**src/rtl/cam_repl.sv**
```systemverilog
`default_nettype none
// ============================================================================
// Module      : cam_repl
// Description : Parametrised content-addressable memory with per-entry valid
//               bits, an allocating insert (match-in-place, lowest free slot,
//               then round-robin victim), NSEARCH parallel search ports,
//               flush and per-entry invalidate.
// Revision    : 1.0 - initial release
// ============================================================================
module cam_repl #(
    parameter int DATA_SIZE = 19,
    parameter int DEPTH     = 16,
    parameter int IDX_W     = $clog2(DEPTH),
    parameter int NSEARCH   = 3
) (
    input  logic                         clk,
    input  logic                         rst,
    input  logic                         flush,
    input  logic                         inv_en,
    input  logic [IDX_W-1:0]             inv_idx,
    input  logic                         wr_en,
    input  logic [IDX_W-1:0]             wr_idx,
    input  logic                         ins_en,
    input  logic [DATA_SIZE-1:0]         wdata,
    input  logic [IDX_W-1:0]             addr,
    output logic [DATA_SIZE-1:0]         data,
    output logic                         vld,
    input  logic [NSEARCH*DATA_SIZE-1:0] rdata,
    output logic [NSEARCH*DEPTH-1:0]     hit,
    output logic [NSEARCH-1:0]           hit_any,
    output logic [NSEARCH*IDX_W-1:0]     hit_idx,
    output logic [NSEARCH-1:0]           multi,
    output logic                         ins_done,
    output logic [IDX_W-1:0]             ins_idx,
    output logic                         full
);

    localparam logic [IDX_W-1:0] c_idx_one = IDX_W'(1);
    localparam logic [DEPTH-1:0] c_vec_one = DEPTH'(1);

    logic [DATA_SIZE-1:0] r_mem [DEPTH];
    logic [DEPTH-1:0]     r_valid;
    logic [IDX_W-1:0]     r_vp;
    logic                 r_ins_done;
    logic [IDX_W-1:0]     r_ins_idx;

    logic [DEPTH-1:0]     w_ins_match;
    logic [IDX_W-1:0]     w_ins_target;
    logic                 w_evict;

    // Priority encoder: index of the lowest set bit, 0 when none is set.
    function automatic logic [IDX_W-1:0] f_lowest(input logic [DEPTH-1:0] vec);
        logic [IDX_W-1:0] idx;
        idx = '0;
        for (int i = DEPTH - 1; i >= 0; i--) begin
            if (vec[i]) begin
                idx = IDX_W'(i);
            end
        end
        return idx;
    endfunction

    // Search ports: one comparator bank per port against the stored state.
    genvar k, e;
    generate
        for (k = 0; k < NSEARCH; k++) begin : g_port
            logic [DATA_SIZE-1:0] w_key;
            logic [DEPTH-1:0]     w_hit;

            assign w_key = rdata[k*DATA_SIZE +: DATA_SIZE];

            for (e = 0; e < DEPTH; e++) begin : g_entry
                assign w_hit[e] = r_valid[e] && (r_mem[e] == w_key);
            end

            assign hit[k*DEPTH +: DEPTH]     = w_hit;
            assign hit_any[k]                = |w_hit;
            assign hit_idx[k*IDX_W +: IDX_W] = f_lowest(w_hit);
            // More than one bit set: clearing the lowest set bit leaves something.
            assign multi[k]                  = (w_hit & (w_hit - c_vec_one)) != '0;
        end

        // Internal compare port used only by the allocator.
        for (e = 0; e < DEPTH; e++) begin : g_ins_cmp
            assign w_ins_match[e] = r_valid[e] && (r_mem[e] == wdata);
        end
    endgenerate

    // Allocator: existing match first, then lowest free slot, else the victim.
    always_comb begin
        w_ins_target = r_vp;
        w_evict      = 1'b0;
        if (|w_ins_match) begin
            w_ins_target = f_lowest(w_ins_match);
        end else if (!(&r_valid)) begin
            w_ins_target = f_lowest(~r_valid);
        end else begin
            w_evict      = 1'b1;
        end
    end

    // State update: one operation per cycle, flush > invalidate > write > insert.
    always_ff @(posedge clk) begin
        if (!rst) begin
            r_valid    <= '0;
            r_vp       <= '0;
            r_ins_done <= 1'b0;
            r_ins_idx  <= '0;
            for (int j = 0; j < DEPTH; j++) begin
                r_mem[j] <= '0;
            end
        end else begin
            r_ins_done <= 1'b0;
            if (flush) begin
                r_valid <= '0;
            end else if (inv_en) begin
                r_valid[inv_idx] <= 1'b0;
            end else if (wr_en) begin
                r_mem[wr_idx]   <= wdata;
                r_valid[wr_idx] <= 1'b1;
            end else if (ins_en) begin
                r_mem[w_ins_target]   <= wdata;
                r_valid[w_ins_target] <= 1'b1;
                r_ins_done            <= 1'b1;
                r_ins_idx             <= w_ins_target;
                // Power-of-two depth: the increment wraps DEPTH-1 to 0 naturally.
                if (w_evict) begin
                    r_vp <= r_vp + c_idx_one;
                end
            end
        end
    end

    assign data     = r_mem[addr];
    assign vld      = r_valid[addr];
    assign full     = &r_valid;
    assign ins_done = r_ins_done;
    assign ins_idx  = r_ins_idx;

endmodule
`default_nettype wire

```
**config.mk**
```make
export PLATFORM = sky130hd
export DESIGN_NAME = cam_repl
export DESIGN_NICKNAME = d
export VERILOG_FILES = /design/src/rtl/cam_repl.sv
export SDC_FILE = /design/constraint.sdc
export NUM_CORES = 2
export LEC_CHECK = 0
export CORE_UTILIZATION = 45
export CTS_CLUSTER_DIAMETER = 50
export DETAILED_ROUTE_END_ITERATION = 12
export GPL_TIMING_DRIVEN = 0
export PLACE_DENSITY_LB_ADDON = 0.05
export SLEW_MARGIN = 20
export SYNTH_ARGS = -nofsm -noshare
export SYNTH_HDL_FRONTEND = slang
export SYNTH_SLANG_ARGS = --single-unit
export TNS_END_PERCENT = 50
```
**constraint.sdc**
```tcl
create_clock -name clk -period 6.5 [get_ports clk]
set_input_delay 0.975 -clock clk [delete_from_list [all_inputs] [get_ports clk]]
set_output_delay 0.975 -clock clk [all_outputs]
set_load 0.02 [all_outputs]
```
* After elaboration in Yosys (flattened, before gate mapping)
Memory sizes are Yosys's and may differ from the RTL's.
Index checks and enable logic that the tools add are counted.
** Word-level totals
- Register bits after elaboration :: 25
- RAM bits :: 304
- Input bits :: 94
- Output and inout port bits :: 92
- Word-level logic and storage cells :: 286
- Memories kept :: 1
** Memory list
- r_mem :: words 16, bits a word 19, rd ports 17, clocked after memory_dff 0, write ports 16, line 41 : logic [DATA_SIZE-1:0] r_mem [DEPTH];
** Operators by class
- Add/sub/neg operators :: 4
- $lt $le $gt $ge :: 7
- Equality and inequality tests :: 64
- Multiplexer cells :: 113
- Bitwise logic cells :: 12
- Reduce and logical (&&, ||, !) cells :: 81
** Operators with widths (count)
- == test 19 bit :: 64
- 2-to-1 mux 4 bit :: 84
- logical AND 1 bit :: 67
- bitwise AND 16 bit :: 4
- OR reduction 16 bit :: 4
- 2-to-1 mux 16 bit :: 3
- nonzero test 16 bit :: 3
- subtractor 16 x 1 -> 16 bit (second input constant) :: 3
- 2-to-1 mux 19 bit :: 2
- OR reduction 19 bit :: 2
- NOT 16 bit :: 2
- bitwise OR 16 bit :: 2
- < comparator 4 x 5 -> 1 bit (second input constant) :: 4
- 2-to-1 mux 1 bit :: 20
- AND reduction 16 bit :: 1
- demux 1 bit (select 4 bit) :: 3
- >= comparator 4 x 1 -> 1 bit (second input constant) :: 3
- AND reduction 5 bit :: 1
- adder 4 x 1 -> 4 bit (second input constant) :: 1
- binary-select mux 1 bit (select 4 bit) :: 1
- NOT 1 bit :: 4
- AND reduction 4 bit :: 1
- nonzero test 3 bit :: 1
- OR reduction 2 bit :: 1

* Depth between registers and ports, before layout
- Depth in word-level cells :: 27
- Mapped depth :: 15
- Gate-level depth less buffers :: 11

* Least setup slack after synthesis
No wires, ideal clock.
- Path kind :: input port to flip-flop
- Start point :: input wdata[16]
- End point :: memory r_mem[1][0], enable pin
- Setup time :: 421 ps
- Data arrival time :: 4840 ps
- Data required time :: 6079 ps
- Setup slack :: 1238 ps
- Stages :: 13
- Path buffers :: 2
- Path through :: buf_2 -> xor2_1 -> nor4_1 -> nand2_1 -> or4_1 -> o31ai_2 -> nor4_1 -> a21boi_1 -> nor2b_1 -> o32ai_1 -> clkbuf_1 -> inv_1 -> o21ai_0
** RTL lines
- start, declared :: line 24 : input logic [DATA_SIZE-1:0] wdata,
- end, declared :: line 41

==> impl_metrics.env <==
export IMPL_floorplan_core_area_sq_um=70500
export IMPL_globalplace_congestion=1.22
export IMPL_fmaxAchievable_mhz=143
export IMPL_dieHeight_microns=270
export IMPL_synth_area_per_cell_sq_um=9.20
export IMPL_report_final_setup_viol=214
export IMPL_cts_hold_buffers=0
export IMPL_root_buffer="sky130_fd_sc_hd__clkbuf_16"
export IMPL_postRouteWirelength_mm=220
export IMPL_floorplan_initialDensity_pct=45.8
export IMPL_final_layout_size_suffix_gt1_share_pct=14.0
export IMPL_status="finished, violations left"
export IMPL_syn2layout_area_growth_pct=14.1
export IMPL_pwr_density_cell_nw_per_um2=185
export IMPL_cts_reportedPaths_clkPinSlew_ns=0.06
export IMPL_final_cell_area_sq_um=36800
export IMPL_globalRoute_totalOverflow=0
export IMPL_power_combinational_fraction_pct=29.1
export IMPL_first_pass_grt_wire_length_mm=284
export IMPL_ir_drop_worst_case_vdd_uv=215
export IMPL_critical_path_class="in2reg"
export IMPL_max_cap_violations=0
export IMPL_worst_path_max_fanout=15
export IMPL_clk_insertion_delay_late_ns=0.64
export IMPL_finalMaxSlewViolations=0
export IMPL_failed_checks="setup timing"
export IMPL_clock_sink_count=329
export IMPL_first_pass_iters=9
export IMPL_register_bit_total_from_synthesis=329
export IMPL_cpLargestDelayFamily="buffers and inverters"
export IMPL_netSwitchingFraction_pct=37.3
export IMPL_max_slew_margin_pct=5.26
export IMPL_fraction_of_the_yosys_area_taken_by_sequential_cells_pct=29.8
export IMPL_synth_top_cell_by_area="sky130_fd_sc_hd__edfxtp_1"
export IMPL_number_of_distinct_library_cells_after_synthesis=67
export IMPL_post_syn_area_sq_um=32300
export IMPL_track_usage_pct=59.0
export IMPL_worst_pin_slew_ns=1.42
export IMPL_cts_tree="yes"
export IMPL_n_fill_cell=6431
export IMPL_via_total_after_detailed_routing=34100
export IMPL_synthCells=3511
export IMPL_route_detailed_vias_per_inst=7.26
export IMPL_hold_viol_final=0
export IMPL_cts_buffers=43
export IMPL_die_x_microns=270
export IMPL_synth_top_area_share_pct=28.3
export IMPL_io_pins=186
export IMPL_worstPathBufferInverterCount=5
export IMPL_buffer_ports_inserted=101
export IMPL_min_path_type="reg2reg"
export IMPL_cp_arrival_ns=7.38
export IMPL_net_count_after_synthesis=3606
export IMPL_power_mw=6.80
export IMPL_timing_final_crit_period_ns=7.00
export IMPL_seq_power_share_pct=35.1
export IMPL_power_switching_mw=2.54
export IMPL_antenna_violations_before_repair=35
export IMPL_dieArea_sq_um=72800
export IMPL_layout_nets=3778
export IMPL_total_leakage_power_nw=13.2
export IMPL_timing_critical_path_from_type="input pin"
export IMPL_site_rows=97
export IMPL_crit_path_cell_trace="buf_2, buf_2, xnor2_1, nand4_1, nor4b_1, nand4_1, nand4_1, o21ba_2, a311oi_1, o21bai_1, a31oi_4, buf_8, clkbuf_1, o21ai_2, buf_6"
export IMPL_internal_power_mw=4.27
export IMPL_post_synth_main_area_contributors="sky130_fd_sc_hd__edfxtp_1, sky130_fd_sc_hd__xor2_1, sky130_fd_sc_hd__xnor2_1, sky130_fd_sc_hd__mux4_2, sky130_fd_sc_hd__nor4_1"
export IMPL_via_count_of_the_first_global_routing_pass=31300
export IMPL_synth_async_sr_flop_share_pct=0
export IMPL_worstPathRequired_ns=6.88
export IMPL_ys_warn_count=0
export IMPL_detailed_place_hpwl_mm=153
export IMPL_rsz0062_at_grt="true"
export IMPL_crit_slowest_cell="sky130_fd_sc_hd__buf_2"
export IMPL_finalCritPeriodShare_pct=108
export IMPL_critical_path_max_stage_delay_ns=0.89
export IMPL_route_detailed_wl_per_inst_microns=46.8
export IMPL_postRouteAntennaNets=0
export IMPL_pin_count_of_the_biggest_net_entering_global_routing=20
export IMPL_synth_edf_count=304
export IMPL_critical_path_top_cell_by_count="sky130_fd_sc_hd__nand4_1"
export IMPL_first_iteration_detailed_routing_drc_count=6936
export IMPL_placedInstanceArea_sq_um=35100
export IMPL_clock_skew_ns=0.0255
export IMPL_ctsHtreeMaxLevel=2
export IMPL_worst_setup_path_end_kind="flop"
export IMPL_clkPwrFrac_pct=35.7
export IMPL_max_clock_path_buffers=3
export IMPL_final_critical_path_setup_slack_ns=-0.501
export IMPL_drc=0
export IMPL_ys_dominant_reg_cell="sky130_fd_sc_hd__edfxtp_1"
## layout make-up
cell class / instances / area [sq um] / area share, %
Sequential cell: 329 / 9630 / 26.1
Tap cell: 940 / 1180 / 3.19
Clock inverter: 33 / 325 / 0.883
Buffer: 558 / 2570 / 6.97
Timing Repair Buffer: 127 / 1370 / 3.73
Inverter: 36 / 135 / 0.367
Multi-Input combinational cell: 2588 / 20400 / 55.5
Clock buffer: 45 / 1080 / 2.94
Antenna cell: 44 / 110 / 0.299
## synthesized netlist by cell type (3+ instances only)
master                        n
sky130_fd_sc_hd__a211oi_1    16
sky130_fd_sc_hd__a21o_1       3
sky130_fd_sc_hd__a21oi_1     33
sky130_fd_sc_hd__a221oi_1     7
sky130_fd_sc_hd__a31oi_1     12
sky130_fd_sc_hd__and2_1     161
sky130_fd_sc_hd__buf_1      105
sky130_fd_sc_hd__buf_2       68
sky130_fd_sc_hd__buf_4        6
sky130_fd_sc_hd__buf_6        8
sky130_fd_sc_hd__clkbuf_1   312
sky130_fd_sc_hd__clkbuf_2    59
sky130_fd_sc_hd__dfxtp_1     25
sky130_fd_sc_hd__edfxtp_1   304
sky130_fd_sc_hd__inv_1       36
sky130_fd_sc_hd__maj3_1       7
sky130_fd_sc_hd__mux4_2     100
sky130_fd_sc_hd__nand2_1    101
sky130_fd_sc_hd__nand2b_1    18
sky130_fd_sc_hd__nand3_1     46
sky130_fd_sc_hd__nand4_1    201
sky130_fd_sc_hd__nand4b_1     6
sky130_fd_sc_hd__nor2_1     226
sky130_fd_sc_hd__nor2_4       4
sky130_fd_sc_hd__nor2b_1     14
sky130_fd_sc_hd__nor3_1      42
sky130_fd_sc_hd__nor4_1     212
sky130_fd_sc_hd__nor4b_1     33
sky130_fd_sc_hd__o2111ai_1    3
sky130_fd_sc_hd__o21ai_0     50
sky130_fd_sc_hd__o21bai_1     9
sky130_fd_sc_hd__o22ai_1      4
sky130_fd_sc_hd__o311ai_0     3
sky130_fd_sc_hd__o31ai_1      6
sky130_fd_sc_hd__or2_2        8
sky130_fd_sc_hd__or3_1        5
sky130_fd_sc_hd__xnor2_1    496
sky130_fd_sc_hd__xor2_1     723
## tightest hold or removal path: cells and delay by family (launching register included)
kind             cells  cell delay, ns
DFF                  1            0.31
and+or+nand+nor      2            0.13
## layout by cell type (no fill, tap or decap), types with 9 or more instances in the layout
| cell | synthesis | routed |
|---|---|---|
| sky130_fd_sc_hd__xnor2_1 | 496 | 496 |
| sky130_fd_sc_hd__dfxtp_1 | 25 | 25 |
| sky130_fd_sc_hd__buf_2 | 68 | 77 |
| sky130_fd_sc_hd__clkbuf_16 | 0 | 43 |
| sky130_fd_sc_hd__nand4_1 | 201 | 201 |
| sky130_fd_sc_hd__edfxtp_1 | 304 | 304 |
| sky130_fd_sc_hd__o21bai_1 | 9 | 9 |
| sky130_fd_sc_hd__xor2_1 | 723 | 723 |
| sky130_fd_sc_hd__diode_2 | 0 | 44 |
| sky130_fd_sc_hd__o21ai_2 | 0 | 12 |
| sky130_fd_sc_hd__nand3_1 | 46 | 46 |
| sky130_fd_sc_hd__nor3_1 | 42 | 25 |
| sky130_fd_sc_hd__clkbuf_1 | 312 | 224 |
| sky130_fd_sc_hd__buf_4 | 6 | 21 |
| sky130_fd_sc_hd__mux4_2 | 100 | 100 |
| sky130_fd_sc_hd__nor4b_1 | 33 | 33 |
| sky130_fd_sc_hd__clkbuf_2 | 59 | 137 |
| sky130_fd_sc_hd__o21ai_0 | 50 | 38 |
| sky130_fd_sc_hd__nand2b_1 | 18 | 14 |
| sky130_fd_sc_hd__nand2_1 | 101 | 101 |
| sky130_fd_sc_hd__buf_6 | 8 | 16 |
| sky130_fd_sc_hd__clkbuf_4 | 0 | 18 |
| sky130_fd_sc_hd__nor2b_1 | 14 | 14 |
| sky130_fd_sc_hd__a21oi_1 | 33 | 32 |
| sky130_fd_sc_hd__and2_1 | 161 | 161 |
| sky130_fd_sc_hd__nor3_2 | 0 | 16 |
| sky130_fd_sc_hd__a211oi_1 | 16 | 16 |
| sky130_fd_sc_hd__nor4_1 | 212 | 211 |
| sky130_fd_sc_hd__buf_1 | 105 | 78 |
| sky130_fd_sc_hd__inv_1 | 36 | 36 |
| sky130_fd_sc_hd__clkdlybuf4s50_1 | 0 | 101 |
| sky130_fd_sc_hd__nor2_1 | 226 | 226 |
## what timing repair did
action | in CTS | in global routing
setup buffers | 0 | 3
pin swaps | 0 | 2
cloned | 0 | 0
gates resized for setup | 34 | 66
setup endpoints to repair | 83 | 176
## routing by layer
metal	vias to the layer above	part of all wire [%]	track usage, %
met4	38	11	51.9
met5	-	0.42	6.84
met2	4087	37	75.5
li1	12400	-	-
met3	1351	20	39.8
met1	16300	32	64.5
## power groups by stage
| stage | clock network, mW | logic, mW | registers [mW] |
|---|---|---|---|
| 3_3_place_gp | 0 | 1.74 | 2.44 |
| 5_1_grt | 2.45 | 1.93 | 2.39 |
| 4_1_cts | 2.39 | 1.80 | 2.39 |
| 3_5_place_dp | 0 | 1.78 | 2.43 |
| 2_1_floorplan | 0 | 1.04 | 2.43 |
| 6_report | 2.43 | 1.98 | 2.39 |
## metrics by stage
step | util, % | cells | hold slack [ns] | setup TNS (ns) | worst slack [ns]
3_5_place_dp | 49.8 | 4575 | 0.469 | -107.49 | -0.691
6_report | 52.2 | 4700 | 0.483 | -33.88 | -0.501
5_1_grt | 52.1 | 4668 | 0.510 | -0.110 | -0.110
3_3_place_gp | 48.9 | 4552 | 0.437 | -883.94 | -2.88
2_1_floorplan | - | 3511 | 0.519 | 0 | 1.24
4_1_cts | 51.8 | 4653 | 0.478 | 0 | 0.00124
## flip-flops by register name, indices dropped and copies added (netlist names)
signal / cells
r_mem: 304
ins_done: 1
r_valid: 16
ins_idx: 4
r_vp: 4
## path summary, 6_finish.rpt
check / start / to / slack (ns) / cells after the start
worst min-delay path: ins_idx[2] / ins_idx[2] / 0.48 / 2
worst max register to register: r_valid[13] / r_mem[3][11] / 0.21 / 13
worst max-delay path: wdata[12] / r_mem[3][11] / -0.50 / 15
worst min register to register: ins_idx[2] / ins_idx[2] / 0.48 / 2
## cells by family after synthesis
logic type	share of synthesized area, %
multiplexers	7.01
adder cells (fa/ha/maj)	0.256
flip-flops	29.8
XOR/XNOR	33.1
AND/OR/NAND/NOR	18.7
AO/OA/AOI/OAI	3.53
buffers and inverters	7.65
(Power assumes the default switching activity.)
